==> config.mk <==
export PLATFORM = sky130hd
export DESIGN_NAME = accum_sequencer
export DESIGN_NICKNAME = d
export VERILOG_FILES = /design/src/rtl/accum_sequencer.sv
export SDC_FILE = /design/constraint.sdc
export NUM_CORES = 1
export LEC_CHECK = 0
export BUFFER_PORTS_ARGS = -buffer_cell sky130_fd_sc_hd__buf_4
export CAP_MARGIN = 10
export CORE_ASPECT_RATIO = 1.4
export CORE_MARGIN = 1.5
export CORE_UTILIZATION = 50
export DETAILED_ROUTE_END_ITERATION = 6
export GPL_TIMING_DRIVEN = 0
export PLACE_DENSITY_LB_ADDON = 0.05
export RECOVER_POWER = 50
export SLEW_MARGIN = 40
export SYNTH_ARGS = -nofsm -noshare
export SYNTH_HDL_FRONTEND = slang
export SYNTH_SLANG_ARGS = --single-unit
export TNS_END_PERCENT = 20
==> constraint.sdc <==
create_clock -name CLOCK_50 -period 4.5 [get_ports CLOCK_50]
set_input_delay 1.125 -clock CLOCK_50 [delete_from_list [all_inputs] [get_ports CLOCK_50]]
set_output_delay 1.125 -clock CLOCK_50 [all_outputs]
set_load 0.005 [all_outputs]
==> src/rtl/accum_sequencer.sv <==
// accum_sequencer: start-triggered repeat-add controller for the board
// accumulator. The operand and repeat count are captured on a start edge.
// The operand is then added into acc once per clock for that many cycles.
// The controller reports busy, a one-cycle done pulse and a sticky
// overflow flag.
// Optional build macro ACCUM_SEQ_DEBOUNCE_EN puts a DEB_CYCLES-long
// debouncer on the synchronized start level. Clear is never debounced.
module accum_sequencer #(
    parameter int W          = 10,
    parameter int CW         = 4,
    parameter int DEB_CYCLES = 1000000
) (
    input  logic          CLOCK_50,
    input  logic          reset,
    input  logic          start,
    input  logic          clear,
    input  logic [W-1:0]  operand,
    input  logic [CW-1:0] count,
    output logic [W-1:0]  acc,
    output logic          busy,
    output logic          done,
    output logic          ovf
);

    typedef enum logic [1:0] {
        S_IDLE,
        S_LOAD,
        S_RUN,
        S_DONE
    } state_t;

    // Two-stage synchronizers for the asynchronous pushbutton levels.
    logic start_s1_q, start_s2_q;
    logic clear_s1_q, clear_s2_q;

    // Start level after optional debouncing, and its previous sample for edge detection.
    logic start_lvl;
    logic start_prev_q;
    logic start_e;

    state_t        state_q, state_d;
    logic [W-1:0]  acc_q, acc_d;
    logic [W-1:0]  op_q, op_d;
    logic [CW-1:0] cnt_q, cnt_d;
    logic          ovf_q, ovf_d;
    logic [W:0]    sum_w;

    // Synchronize start and clear into the CLOCK_50 domain.
    always_ff @(posedge CLOCK_50 or posedge reset) begin
        if (reset) begin
            start_s1_q <= 1'b0;
            start_s2_q <= 1'b0;
            clear_s1_q <= 1'b0;
            clear_s2_q <= 1'b0;
        end else begin
            start_s1_q <= start;
            start_s2_q <= start_s1_q;
            clear_s1_q <= clear;
            clear_s2_q <= clear_s1_q;
        end
    end

`ifdef ACCUM_SEQ_DEBOUNCE_EN
    localparam int DW = (DEB_CYCLES > 1) ? $clog2(DEB_CYCLES + 1) : 1;

    logic          deb_q, deb_d;
    logic [DW-1:0] deb_cnt_q, deb_cnt_d;

    // Debouncer: the stable level flips only after DEB_CYCLES consecutive differing samples.
    always_comb begin
        deb_d     = deb_q;
        deb_cnt_d = '0;
        if (start_s2_q != deb_q) begin
            if (deb_cnt_q == DW'(DEB_CYCLES - 1)) begin
                deb_d     = start_s2_q;
                deb_cnt_d = '0;
            end else begin
                deb_cnt_d = deb_cnt_q + 1'b1;
            end
        end
    end

    // Debouncer state registers.
    always_ff @(posedge CLOCK_50 or posedge reset) begin
        if (reset) begin
            deb_q     <= 1'b0;
            deb_cnt_q <= '0;
        end else begin
            deb_q     <= deb_d;
            deb_cnt_q <= deb_cnt_d;
        end
    end

    assign start_lvl = deb_q;
`else
    // Without debouncing, the window length has no effect.
    logic deb_cycles_unused;
    assign deb_cycles_unused = (DEB_CYCLES == 0);
    assign start_lvl         = start_s2_q;
`endif

    // Previous start level, so that a held level does not retrigger.
    always_ff @(posedge CLOCK_50 or posedge reset) begin
        if (reset) begin
            start_prev_q <= 1'b0;
        end else begin
            start_prev_q <= start_lvl;
        end
    end

    assign start_e = start_lvl & ~start_prev_q;

    // Next-state logic and datapath updates for the sequencer.
    always_comb begin
        state_d = state_q;
        acc_d   = acc_q;
        op_d    = op_q;
        cnt_d   = cnt_q;
        ovf_d   = ovf_q;
        busy    = 1'b0;
        done    = 1'b0;
        sum_w   = {1'b0, acc_q} + {1'b0, op_q};
        case (state_q)
            S_IDLE: begin
                // Clear wins over a simultaneous start edge.
                if (clear_s2_q) begin
                    acc_d = '0;
                    ovf_d = 1'b0;
                end else if (start_e) begin
                    state_d = S_LOAD;
                end
            end
            S_LOAD: begin
                busy    = 1'b1;
                op_d    = operand;
                cnt_d   = count;
                state_d = (count == '0) ? S_DONE : S_RUN;
            end
            S_RUN: begin
                busy  = 1'b1;
                acc_d = sum_w[W-1:0];
                ovf_d = ovf_q | sum_w[W];
                cnt_d = cnt_q - 1'b1;
                if (cnt_q == CW'(1)) begin
                    state_d = S_DONE;
                end
            end
            S_DONE: begin
                done    = 1'b1;
                state_d = S_IDLE;
            end
            default: begin
                state_d = S_IDLE;
            end
        endcase
    end

    // State and datapath registers.
    always_ff @(posedge CLOCK_50 or posedge reset) begin
        if (reset) begin
            state_q <= S_IDLE;
            acc_q   <= '0;
            op_q    <= '0;
            cnt_q   <= '0;
            ovf_q   <= 1'b0;
        end else begin
            state_q <= state_d;
            acc_q   <= acc_d;
            op_q    <= op_d;
            cnt_q   <= cnt_d;
            ovf_q   <= ovf_d;
        end
    end

    assign acc = acc_q;
    assign ovf = ovf_q;

endmodule

* After elaboration in Yosys (flattened, before gate mapping)
Index checks and enable logic that the tools add are counted.
** Operators by class
- Reduce and logical (&&, ||, !) cells :: 7
- Mux-type cells :: 12
- $add $sub $neg :: 2
- Eq/ne operators :: 8
- Bitwise gates (word level) :: 3
** Operators by type and width (number)
- $pmux 10 s2 :: 1
- $add 10x10->11 :: 1
- $mux 10 :: 1
- $ne 2x2->1 const B :: 4
- $pmux 2 s4 :: 1
- $pmux 4 s2 :: 1
- $mux 2 :: 3
- $eq 2x2->1 const B :: 2
- $eq 4x1->1 const B :: 1
- $logic_not 4->1 :: 1
- $mux 1 :: 4
- $reduce_bool 2->1 :: 2
- $sub 4x1->4 const B :: 1
- $reduce_and 3->1 :: 1
- $eq 2x1->1 const B :: 1
- $logic_not 2->1 :: 1
- $pmux 1 s2 :: 1
- $reduce_and 2->1 :: 1
- $reduce_or 2->1 :: 1
- $and 1x1->1 :: 1
- $not 1->1 :: 1
- $or 1x1->1 :: 1
** Storage, ports and cells
- Register bits :: 32
- Word-level logic and storage cells :: 42
- Input bits :: 18

* Logic depth before layout (Yosys ltp)
Gate-level depths: netlist of the first run.
- Depth after elaboration :: 5
- Gate-level depth with buffers :: 8
- Depth with buffers taken out :: 8

* Worst setup path before layout of the first run
No wires, ideal clock.
- Path type :: reg-to-output
- Start :: register state_q[0]
- End :: output port busy
- Slack :: 2642 ps
- Required time :: 3375 ps
- Buffers on the path :: 0
- Cell stages (with the launch flop) :: 3
- Data arrival time :: 733 ps
- Path through :: dfrtp_1 inv_1 ha_1
** On the way
- Cells in the longest elaborated chain, start to end :: 3
- Elaborated cells between the ends (all ways) :: 4
- Those cells by class :: eq/ne (2); mux (1); reduce/logical (1)
** RTL lines
- start: declaration :: line 41 : state_t state_q, state_d;
- start signal: assignment :: line 167 : state_q <= state_d;
- $eq 2x2->1 or $eq 2x1->1 (tied branches) :: line 123 : case (state_q)
- $reduce_or 2->1 (no source line) (*)
- $mux 1 (*) :: line 123
- end: declaration :: line 20 : output logic busy,
Every way passes the cells marked *; elsewhere a longest branch is shown, timed or not.

* Worst setup path after layout of the first run
Same ends and word-level chain as after synthesis.

==> results of run 1 <==
-- sequential cells by signal, summed over array words and instances, names as in the netlist --
name,count
acc,10
clear_s1_q,1
clear_s2_q,1
start_s1_q,1
op_q,10
start_lvl,1
ovf,1
cnt_q,4
state_q,2
start_prev_q,1
-- worst register-to-register path, delay by kind of cell (launching register included) --
family / cells / cell delay, ns
muxes: 2 / 0.64
and+or+nand+nor: 3 / 0.45
DFF: 1 / 0.41
adders and majority gates: 1 / 0.29
buffers and inverters: 1 / 0.13
-- area by class of cell --
class,instances,area share [%]
timing repair buffer,30,10.42
multi-input combinational,125,42.73
tap,40,2.316
clock inverter,2,1.621
buffer,4,0.7528
clock buffer,6,3.358
inverter,10,1.737
sequential,32,37.06
-- worst paths after layout --
| kind | start | end | cells past startpoint |
|---|---|---|---|
| hold reg to reg | clear_s1_q$_DFF_PP0_ | clear_s2_q$_DFF_PP0_ | 0 |
| min in group asynchronous | reset | cnt_q[1]$_DFFE_PP0P_ | 2 |
| hold / removal | clear_s1_q$_DFF_PP0_ | clear_s2_q$_DFF_PP0_ | 0 |
| setup / recovery | state_q[0]$_DFFE_PP0P_ | busy | 3 |
| max in group asynchronous | reset | op_q[8]$_DFFE_PP0P_ | 2 |
| setup reg to reg | state_q[0]$_DFFE_PP0P_ | acc[8]$_DFFE_PP0P_ | 7 |
-- power by group through the flow --
stage | logic [mW] | clock network [mW] | registers [mW]
2_1_floorplan | 0.604 | 0 | 0.475
3_3_place_gp | 0.794 | 0 | 0.485
3_5_place_dp | 0.825 | 0 | 0.495
4_1_cts | 0.830 | 0.278 | 0.490
5_1_grt | 0.933 | 0.291 | 0.507
6_report | 0.824 | 0.274 | 0.488
-- layer usage --
layer  up-vias  wire length [um]  GRT usage, %  part of all wire, %
li1        686                 -             -                    -
met1       699              1398         22.65                   38
met2        30              2060         42.25                   56
met3         8               146         7.317                  4.0
met4         0                82         10.26                  2.2
met5         -                 0             0                    0
-- cells by family (layout without fill, tap and decap cells) --
kind of cell	count (synthesis)	after routing
buf+inv	14	52
mux	12	12
compound gates	46	46
flops	32	32
simple gates	45	45
xor+xnor	5	5
fa+ha+maj	17	17
-- cells in the mapped netlist (3+ instances only) --
cell	number	area share [%]
sky130_fd_sc_hd__a21o_1	4	1.7
sky130_fd_sc_hd__a21oi_1	13	3.7
sky130_fd_sc_hd__a31oi_1	3	1.1
sky130_fd_sc_hd__and3_1	3	1.1
sky130_fd_sc_hd__dfrtp_1	32	45
sky130_fd_sc_hd__ha_1	16	11
sky130_fd_sc_hd__inv_1	10	2.1
sky130_fd_sc_hd__mux2_2	9	5.7
sky130_fd_sc_hd__nand2_1	16	3.4
sky130_fd_sc_hd__nand2b_1	4	1.4
sky130_fd_sc_hd__nand3_1	6	1.7
sky130_fd_sc_hd__nor2_1	7	1.5
sky130_fd_sc_hd__nor3_1	3	0.84
sky130_fd_sc_hd__o21ai_0	10	2.8
sky130_fd_sc_hd__o31ai_1	4	1.7
sky130_fd_sc_hd__xor2_1	4	2.0
==> run metrics, run 1 <==
count of routing violations after the opening detailed-route iteration 41; hold buffers post-CTS 0; main flop type after synthesis sky130_fd_sc_hd__dfrtp_1; clock transition time at the flip-flop clock pins of the worst setup and hold paths 0.07 ns; routed wire length per instance 14.81 um; Peak VDD IR 0.0004623 V; number of buffer cells added on primary ports 30; CP required 3.38 ns; worst-case clock skew 0.007600 ns; signed area change from the synthesized netlist to the final layout 21.53%; nets@finish 243; largest net degree at the start of global routing 33; slew of the pin with the lowest slew margin 1.186 ns; TritonCTS clock tree done; clock root buffer master sky130_fd_sc_hd__clkbuf_8; pre-CTS setup slack 2.445 ns; min Tclk post-route 2.359 ns; run status finished, final reports clean; share of power burned in combinational logic 52.0%; Chip Width 53.40 um; fraction of the core area covered by cells at the end of the flow 63.96%; Chip Height 73.56 um; worst path buffer plus inverter count 2; setup violators final 0; fraction of final layout cells sized beyond drive strength 1 25.84%; Total Neg Setup Slack 0 ns; antenna viol nets, final 0; area of the multi-input gates 923.4 sq um; period utilization 52.43%; fraction of power spent switching nets 40.44%; effective utilization at floorplan 52.63%; post-route total power 1.585 mW; reg2reg setup slack 2.48 ns; ports placed on the boundary 31; insertion delay to the later sink of the worst-skew pair 0.29 ns; leakage component of the power 1.066 nW; DR DRC count 0; Slew Limit Headroom 20.83%; area of the mapped netlist 1778 sq um; Worst path top cell family by delay flip-flops; maximum level of the CTS H-tree 2; fillers 293; dpl cells 241; setup repair bufs after CTS 0; Rows 25; Max stage delay on crit path 0.39 ns; largest family of logic cells by synthesized area compound AO/OA/AOI/OAI gates; Post-Syn Instances 171; highest fanout seen on the critical path 4; multiplexer area fraction after synthesis 7.600%; distinct cell type count after synthesis 39; final hold violation count 0; max_cap viols 0; cell with the largest stage delay on the worst path sky130_fd_sc_hd__dfrtp_1; total global-route track usage 23.03%; Compound-Gate Fraction of Synth Area 16.61%; net switching power of the design 0.6411 mW; simple logic cell fraction of the synthesized area 12.88%; leading cell types in the layout, fill and taps excluded 32 x sky130_fd_sc_hd__dfrtp_1, 25 x sky130_fd_sc_hd__buf_4, 16 x sky130_fd_sc_hd__nand2_1, 16 x sky130_fd_sc_hd__ha_1, 13 x sky130_fd_sc_hd__a21oi_1; Net Count, Synth 206; total vias in the final route 1423; share of total power in the clock network 17.3%; highest achievable clock rate 423.9 MHz; setup repair after global routing missed its margin no; first-pass GRT wire length 6.348 mm; CP Data Arrival Time 1.23 ns; non-filler instance count after layout 249; number of antenna violations at the first check in global routing 0; worst-case clock buffer depth 2; count of warnings emitted by yosys 0; Inserted Clock Buffers 5; Synth Register Bits 32; async set-reset flop share out of synthesis 100.0%; Worst Setup Start Kind flip-flop; dpl cell area 2053 sq um; type of the most critical hold path reg -> reg; iteration count of the initial detailed-routing pass 4; area share of xor/xnor cells in the synthesized design 2.463%; CORE AREA 3378 sq um; DIE AREA 3927 sq um; critical path class reg -> out; global route total overflow 0; final hold slack 0.3555 ns; vias in the first global route 1438; Int Pwr 0.9443 mW; crit path setup slack, layout 2.141 ns; Sequential Power Share 30.8%; most common cell after layout, fill and taps aside sky130_fd_sc_hd__dfrtp_1; Avg Inst Size Synth 10.40 sq um; Resized cells post-CTS 0; Seq. cell area 800.8 sq um; cells along the critical path inv_1, ha_1, buf_4; Antenna Diode Count 0; PwrDens 733.7 nW/um^2; vias per std cell 5.715; arithmetic-cell share of the synthesized area counting full adders, half adders and majority gates 12.39%; Detailed Route WL 3.687 mm; DPL Wire Length 2.728 mm; proportion of synthesized chip area in sequential cells 45.04%; final number of max-transition violations 0; RePlAce Congestion 0.7587; clk sinks 32; Non-Filler Cell Area, Final 2161 sq um; kind of end point of the critical path output pin; count of flip-flops with a built-in enable after synthesis 0
No activity file was read; power rests on OpenSTA's default activity.
==> run 2: changes to the inputs <==
- ABC_AREA: not set -> 1
- clock period: 4.5 -> 2.2 ns (I/O delays scaled with it)
==> run metrics, run 2 <==
RePlAce Congestion 0.8310 (was 0.7587); Slew Limit Headroom 19.87% (was 20.83%); most instantiated cells after synthesis 58 x sky130_fd_sc_hd__nand2_1, 32 x sky130_fd_sc_hd__dfrtp_1, 26 x sky130_fd_sc_hd__inv_1 (was 32 x sky130_fd_sc_hd__dfrtp_1, 16 x sky130_fd_sc_hd__ha_1, 16 x sky130_fd_sc_hd__nand2_1); effective utilization at floorplan 52.01% (was 52.63%); beginning of the worst register-to-register path acc[0]$_DFFE_PP0P_ (was state_q[0]$_DFFE_PP0P_); hold buffers post-CTS 0 (unchanged); number of buffer cells added on primary ports 30 (unchanged); setup violators final 0 (unchanged); dpl cell area 2156 sq um (was 2053 sq um); Total Neg Setup Slack 0 ns (unchanged); nets@finish 289 (was 243); post-route total power 3.452 mW (was 1.585 mW); run status finished, final reports clean (unchanged); cell taking the most area after synthesis sky130_fd_sc_hd__dfrtp_1 (unchanged); leading cell types in the layout, fill and taps excluded 58 x sky130_fd_sc_hd__nand2_1, 32 x sky130_fd_sc_hd__dfrtp_1, 27 x sky130_fd_sc_hd__buf_4 (was 32 x sky130_fd_sc_hd__dfrtp_1, 25 x sky130_fd_sc_hd__buf_4, 16 x sky130_fd_sc_hd__nand2_1, 16 x sky130_fd_sc_hd__ha_1, 13 x sky130_fd_sc_hd__a21oi_1); DR DRC count 0 (unchanged); PwrDens 1522 nW/um^2 (was 733.7 nW/um^2); Non-Filler Cell Area, Final 2267 sq um (was 2161 sq um); worst r2r path cells 9 (was 7); most common cell in the synthesized netlist sky130_fd_sc_hd__nand2_1 (was sky130_fd_sc_hd__dfrtp_1); TritonCTS clock tree done (unchanged); async set-reset flop share out of synthesis 100.0% (unchanged); worst-case clock skew 0.002899 ns (was 0.007600 ns); fraction of final layout cells sized beyond drive strength 1 23.53% (was 25.84%); DPL Wire Length 2.801 mm (was 2.728 mm); cell depth of the worst min-delay path 0 (unchanged); area of the mapped netlist 1878 sq um (was 1778 sq um); routed wire length per instance 12.44 um (was 14.81 um); final number of max-transition violations 0 (unchanged); max_cap viols 0 (unchanged); area share of xor/xnor cells in the synthesized design 0.9327% (was 2.463%); total global-route track usage 20.38% (was 23.03%); Chip Height 75.52 um (was 73.56 um); clock root buffer master sky130_fd_sc_hd__clkbuf_8 (unchanged); iteration count of the initial detailed-routing pass 4 (unchanged); slew of the pin with the lowest slew margin 1.201 ns (was 1.186 ns); Worst Min Path Start clear_s1_q$_DFF_PP0_ (unchanged); proportion of synthesized chip area in sequential cells 42.64% (was 45.04%); setup repair after global routing missed its margin no (unchanged); worst-case clock buffer depth 2 (unchanged); setup repair bufs after CTS 0 (unchanged); vias per std cell 5.158 (was 5.715); vias in the first global route 1456 (was 1438); distinct cell type count after synthesis 28 (was 39); multiplexer area fraction after synthesis 5.396% (was 7.600%); Antenna Diode Count 0 (unchanged); DIE AREA 4138 sq um (was 3927 sq um); arithmetic-cell share of the synthesized area counting full adders, half adders and majority gates 11.73% (was 12.39%); CP required 2.38 ns (was 3.38 ns); insertion delay to the later sink of the worst-skew pair 0.29 ns (about the same); highest achievable clock rate 525.9 MHz; highest fanout seen on the critical path 4 (unchanged); pre-CTS setup slack 0.3342 ns (was 2.445 ns); crit path setup slack, layout 0.2985 ns (was 2.141 ns); Resized cells post-CTS 0 (unchanged); Peak VDD IR 0.0008811 V (was 0.0004623 V); dpl cells 289 (was 241); final hold violation count 0 (unchanged); type of the most critical hold path reg -> reg (unchanged); Compound-Gate Fraction of Synth Area 10.66% (was 16.61%); leakage component of the power 1.200 nW (was 1.066 nW); clock transition time at the flip-flop clock pins of the worst setup and hold paths 0.07 ns (about the same); Detailed Route WL 3.696 mm (was 3.687 mm); reg2reg setup slack 0.30 ns (was 2.48 ns); largest net degree at the start of global routing 33 (unchanged); most common cell after layout, fill and taps aside sky130_fd_sc_hd__nand2_1 (was sky130_fd_sc_hd__dfrtp_1); Synth Register Bits 32 (unchanged); Rows 26 (was 25); non-filler instance count after layout 297 (was 249); Synth top area share 42.64% (was 45.04%); global route total overflow 0 (unchanged); CORE AREA 3611 sq um (was 3378 sq um); clk sinks 32 (unchanged); hold endpoint clear_s2_q$_DFF_PP0_ (unchanged); count of flip-flops with a built-in enable after synthesis 0 (unchanged); Chip Width 54.80 um (was 53.40 um); total vias in the final route 1532 (was 1423); ports placed on the boundary 31 (unchanged); maximum level of the CTS H-tree 2 (unchanged); Net Count, Synth 252 (was 206); number of antenna violations at the first check in global routing 0 (unchanged); Inserted Clock Buffers 5 (unchanged); signed area change from the synthesized netlist to the final layout 20.72% (was 21.53%); Avg Inst Size Synth 8.655 sq um (was 10.40 sq um); antenna viol nets, final 0 (unchanged); simple logic cell fraction of the synthesized area 21.59% (was 12.88%); period utilization 86.43%; largest family of logic cells by synthesized area simple AND/OR/NAND/NOR gates (was compound AO/OA/AOI/OAI gates); count of warnings emitted by yosys 0 (unchanged); count of routing violations after the opening detailed-route iteration 25 (was 41); first-pass GRT wire length 5.899 mm (was 6.348 mm); main flop type after synthesis sky130_fd_sc_hd__dfrtp_1 (unchanged); fillers 322 (was 293); Post-Syn Instances 217 (was 171); Reg-to-Reg End acc[6]$_DFFE_PP0P_ (was acc[8]$_DFFE_PP0P_); critical path class reg -> reg (was reg -> out); kind of end point of the critical path flip-flop (was output pin); Worst Setup Start Kind flip-flop (unchanged); CP Data Arrival Time 2.08 ns (was 1.23 ns); min Tclk post-route 1.902 ns; top cells by area in the synthesized netlist sky130_fd_sc_hd__dfrtp_1 43%, sky130_fd_sc_hd__nand2_1 12%, sky130_fd_sc_hd__ha_1 11% (was sky130_fd_sc_hd__dfrtp_1 45%, sky130_fd_sc_hd__ha_1 11%, sky130_fd_sc_hd__mux2_2 5.7%)
run 2: final cells by class:
cell class                 count  area [sq um]  area share (%)
inverter                      29         116.4           5.132
timing repair buffer          30         225.2           9.934
clock buffer                   5         68.82           3.035
tap                           42         52.55           2.318
buffer                         2         16.27          0.7174
multi-input combinational    154         944.7           41.67
clock inverter                 3         42.54           1.876
sequential                    32         800.8           35.32
run 2: logic make-up after synthesis:
| group | count (synthesis) |
|---|---|
| buf+inv | 31 |
| simple gates | 94 |
| compound gates | 32 |
| xor+xnor | 2 |
| mux | 9 |
| fa+ha+maj | 17 |
| flops | 32 |
run 2: worst max path at each step:
stage | slack, ns | from | endpoint
2_1_floorplan | 0.56 | acc[0]$_DFFE_PP0P_ | acc[6]$_DFFE_PP0P_
3_3_place_gp | 0.33 | acc[0]$_DFFE_PP0P_ | acc[8]$_DFFE_PP0P_
3_5_place_dp | 0.33 | acc[0]$_DFFE_PP0P_ | acc[6]$_DFFE_PP0P_
4_1_cts | 0.30 | state_q[1]$_DFFE_PP0P_ | busy
5_1_grt | 0.15 | acc[0]$_DFFE_PP0P_ | acc[8]$_DFFE_PP0P_
6_report | 0.30 | acc[0]$_DFFE_PP0P_ | acc[6]$_DFFE_PP0P_
run 2: metal layers:
metal  vias to the layer above  share of wire (%)  routed length (um)  global-route usage (%)
met2                        29                 57                2089                   38.23
met5                         -                  0                   0                       0
met3                         6                4.4                 164                   5.098
li1                        779                  -                   -                       -
met1                       718                 37                1373                   20.50
met4                         0                1.8                  68                   8.333
run 2: critical path, cell delays in order (launching register included):
cell	delay, ns
sky130_fd_sc_hd__dfrtp_1	0.38
sky130_fd_sc_hd__ha_1	0.22
sky130_fd_sc_hd__inv_1	0.07
sky130_fd_sc_hd__fa_1	0.43
sky130_fd_sc_hd__o21bai_1	0.32
sky130_fd_sc_hd__nand2_1	0.13
sky130_fd_sc_hd__nand2_1	0.08
sky130_fd_sc_hd__nand2_1	0.05
sky130_fd_sc_hd__nand3_1	0.06
sky130_fd_sc_hd__nand2_1	0.05
run 2: metrics by stage:
stage,hold WS [ns],utilization (%)
floorplan,0.3312,-
global placement,0.3339,59.70
detailed placement,0.3381,59.70
CTS,0.3546,62.79
global route,0.3600,62.79
finish,0.3505,62.79
run 2: power by group:
| group | total, mW | switching [mW] | leakage (nW) | internal (mW) |
|---|---|---|---|---|
| Combinational | 1.90 | 1.10 | 0.750 | 0.806 |
| Sequential | 0.988 | 0.155 | 0.395 | 0.833 |
| Clock | 0.561 | 0.226 | 0.0541 | 0.335 |
| Total | 3.45 | 1.48 | 1.20 | 1.97 |
==> run 3: changes to the inputs <==
- clock period: 2.2 -> 1.75 ns (I/O delays scaled with it)
==> run metrics, run 3 (same netlist as run 2, synthesis figures left out) <==
RePlAce Congestion 0.8310 (unchanged); first-pass GRT wire length 5.934 mm (was 5.899 mm); Chip Height 75.52 um (unchanged); worst-case clock skew 0.005478 ns (was 0.002899 ns); total vias in the final route 1533 (was 1532); final hold slack 0.2732 ns (was 0.3505 ns); Worst Setup Start Kind flip-flop (unchanged); global route total overflow 0 (unchanged); Worst path top cell family by delay flip-flops (was adder cells); slew of the pin with the lowest slew margin 1.201 ns (about the same); clock transition time at the flip-flop clock pins of the worst setup and hold paths 0.07 ns (about the same); PwrDens 1938 nW/um^2 (was 1522 nW/um^2); clk sinks 32 (unchanged); DIE AREA 4138 sq um (unchanged); critical path class reg -> out (was reg -> reg); Max stage delay on crit path 0.41 ns (was 0.43 ns); Seq. cell area 800.8 sq um (unchanged); Antenna Diode Count 0 (unchanged); non-filler instance count after layout 299 (was 297); count of routing violations after the opening detailed-route iteration 22 (was 25); setup repair after global routing missed its margin no (unchanged); vias per std cell 5.127 (was 5.158); Non-Filler Cell Area, Final 2318 sq um (was 2267 sq um); Total Neg Setup Slack 0 ns (unchanged); CP Data Arrival Time 1.23 ns (was 2.08 ns); TritonCTS clock tree done (unchanged); fraction of final layout cells sized beyond drive strength 1 26.46% (was 23.53%); kind of end point of the critical path output pin (was flip-flop); number of antenna violations at the first check in global routing 0 (unchanged); DR DRC count 0 (unchanged); hold buffers post-CTS 0 (unchanged); Detailed Route WL 3.757 mm (was 3.696 mm); clock root buffer master sky130_fd_sc_hd__clkbuf_8 (unchanged); CORE AREA 3611 sq um (unchanged); cells along the critical path inv_1, ha_4, buf_4 (was ha_1, inv_1, fa_1, o21bai_1, nand2_1, nand2_1, nand2_1, nand3_1, nand2_1); largest net degree at the start of global routing 33 (unchanged); crit path from state_q[1]$_DFFE_PP0P_ (was acc[0]$_DFFE_PP0P_); iteration count of the initial detailed-routing pass 4 (unchanged); highest achievable clock rate 600.0 MHz; leakage component of the power 1.209 nW (was 1.200 nW); max_cap viols 0 (unchanged); maximum level of the CTS H-tree 2 (unchanged); signed area change from the synthesized netlist to the final layout 23.45% (was 20.72%); ports placed on the boundary 31 (unchanged); antenna viol nets, final 0 (unchanged); total global-route track usage 20.50% (was 20.38%); run status finished, final reports clean (unchanged); CP required 1.31 ns (was 2.38 ns); Peak VDD IR 0.001226 V (was 0.0008811 V); setup violators final 0 (unchanged); Chip Width 54.80 um (unchanged); Rows 26 (unchanged); nets@finish 291 (was 289); fillers 317 (was 322); worst-case clock buffer depth 2 (unchanged); Worst Min Path Start clear (was clear_s1_q$_DFF_PP0_); cell with the largest stage delay on the worst path sky130_fd_sc_hd__dfrtp_1 (was sky130_fd_sc_hd__fa_1); area of the multi-input gates 988.4 sq um (was 944.7 sq um); dpl cells 289 (unchanged); dpl cell area 2156 sq um (unchanged); highest fanout seen on the critical path 7 (was 4); leading cell types in the layout, fill and taps excluded 58 x sky130_fd_sc_hd__nand2_1, 32 x sky130_fd_sc_hd__dfrtp_1, 27 x sky130_fd_sc_hd__buf_4 (unchanged); most common cell after layout, fill and taps aside sky130_fd_sc_hd__nand2_1 (unchanged); final hold violation count 0 (unchanged); insertion delay to the later sink of the worst-skew pair 0.29 ns (about the same); period utilization 95.24%; vias in the first global route 1463 (was 1456); beginning of the worst register-to-register path state_q[0]$_DFFE_PP0P_ (was acc[0]$_DFFE_PP0P_); worst path buffer plus inverter count 2 (was 1); type of the most critical hold path in -> reg (was reg -> reg); Slew Limit Headroom 19.84% (was 19.87%); effective utilization at floorplan 52.01% (unchanged); routed wire length per instance 12.57 um (was 12.44 um); final number of max-transition violations 0 (unchanged); DPL Wire Length 2.801 mm (unchanged); min Tclk post-route 1.667 ns; number of buffer cells added on primary ports 30 (unchanged); Inserted Clock Buffers 5 (unchanged)
## run 3: layout make-up
cell class                 count  share of cell area [%]
inverter                      29                   5.019
sequential                    32                   34.54
clock inverter                 3                   1.835
clock buffer                   5                   2.968
multi-input combinational    155                   42.63
tap                           42                   2.267
timing repair buffer          31                   10.04
buffer                         2                  0.7016
## run 3: worst paths after layout
path,to,slack (ns),cells after the start
setup / recovery,busy,0.08,3
hold / removal,clear_s1_q$_DFF_PP0_,0.27,1
setup reg to reg,acc[1]$_DFFE_PP0P_,0.12,9
hold reg to reg,clear_s2_q$_DFF_PP0_,0.35,0
max in group asynchronous,op_q[5]$_DFFE_PP0P_,0.56,2
min in group asynchronous,start_s1_q$_DFF_PP0_,0.47,2
## run 3: through the flow
stage / util [%] / setup WS, ns / power (mW)
after CTS: 63.44 / 0.009619 / 4.479
after global placement: 59.70 / -0.1242 / 3.636
after global routing: 64.21 / 0.01513 / 4.926
after detailed placement: 59.70 / -0.1158 / 3.682
final: 64.21 / 0.08329 / 4.492
after floorplan: - / 0.1102 / 3.022
## run 3: what timing repair did
action	4_1_cts	5_1_grt
buffers inserted	1	0
gates resized for setup	3	5
pin swaps	1	1
gates cloned	0	1
setup endpoints to repair	3	9
## run 3: per-layer routing
layer | wire length (um) | vias to the layer above | track usage [%]
li1 | - | 785 | -
met1 | 1433 | 720 | 20.63
met3 | 128 | 5 | 5.098
met5 | 0 | - | 0
met4 | 68 | 0 | 8.333
met2 | 2126 | 23 | 38.49
## run 3: report_power, final
part           internal [mW]  switching (mW)
combinational           1.10            1.44
clock                  0.421           0.287
sequential              1.05           0.196
total                   2.57            1.93
## run 3: worst register-to-register path: stages (launching register included)
cell                      delay [ns]
sky130_fd_sc_hd__dfrtp_1        0.42
sky130_fd_sc_hd__inv_2          0.11
sky130_fd_sc_hd__ha_1           0.16
sky130_fd_sc_hd__buf_6          0.14
sky130_fd_sc_hd__inv_6          0.06
sky130_fd_sc_hd__o21ai_4        0.17
sky130_fd_sc_hd__inv_4          0.12
sky130_fd_sc_hd__nor2_4         0.20
sky130_fd_sc_hd__inv_2          0.07
sky130_fd_sc_hd__o22ai_1        0.10
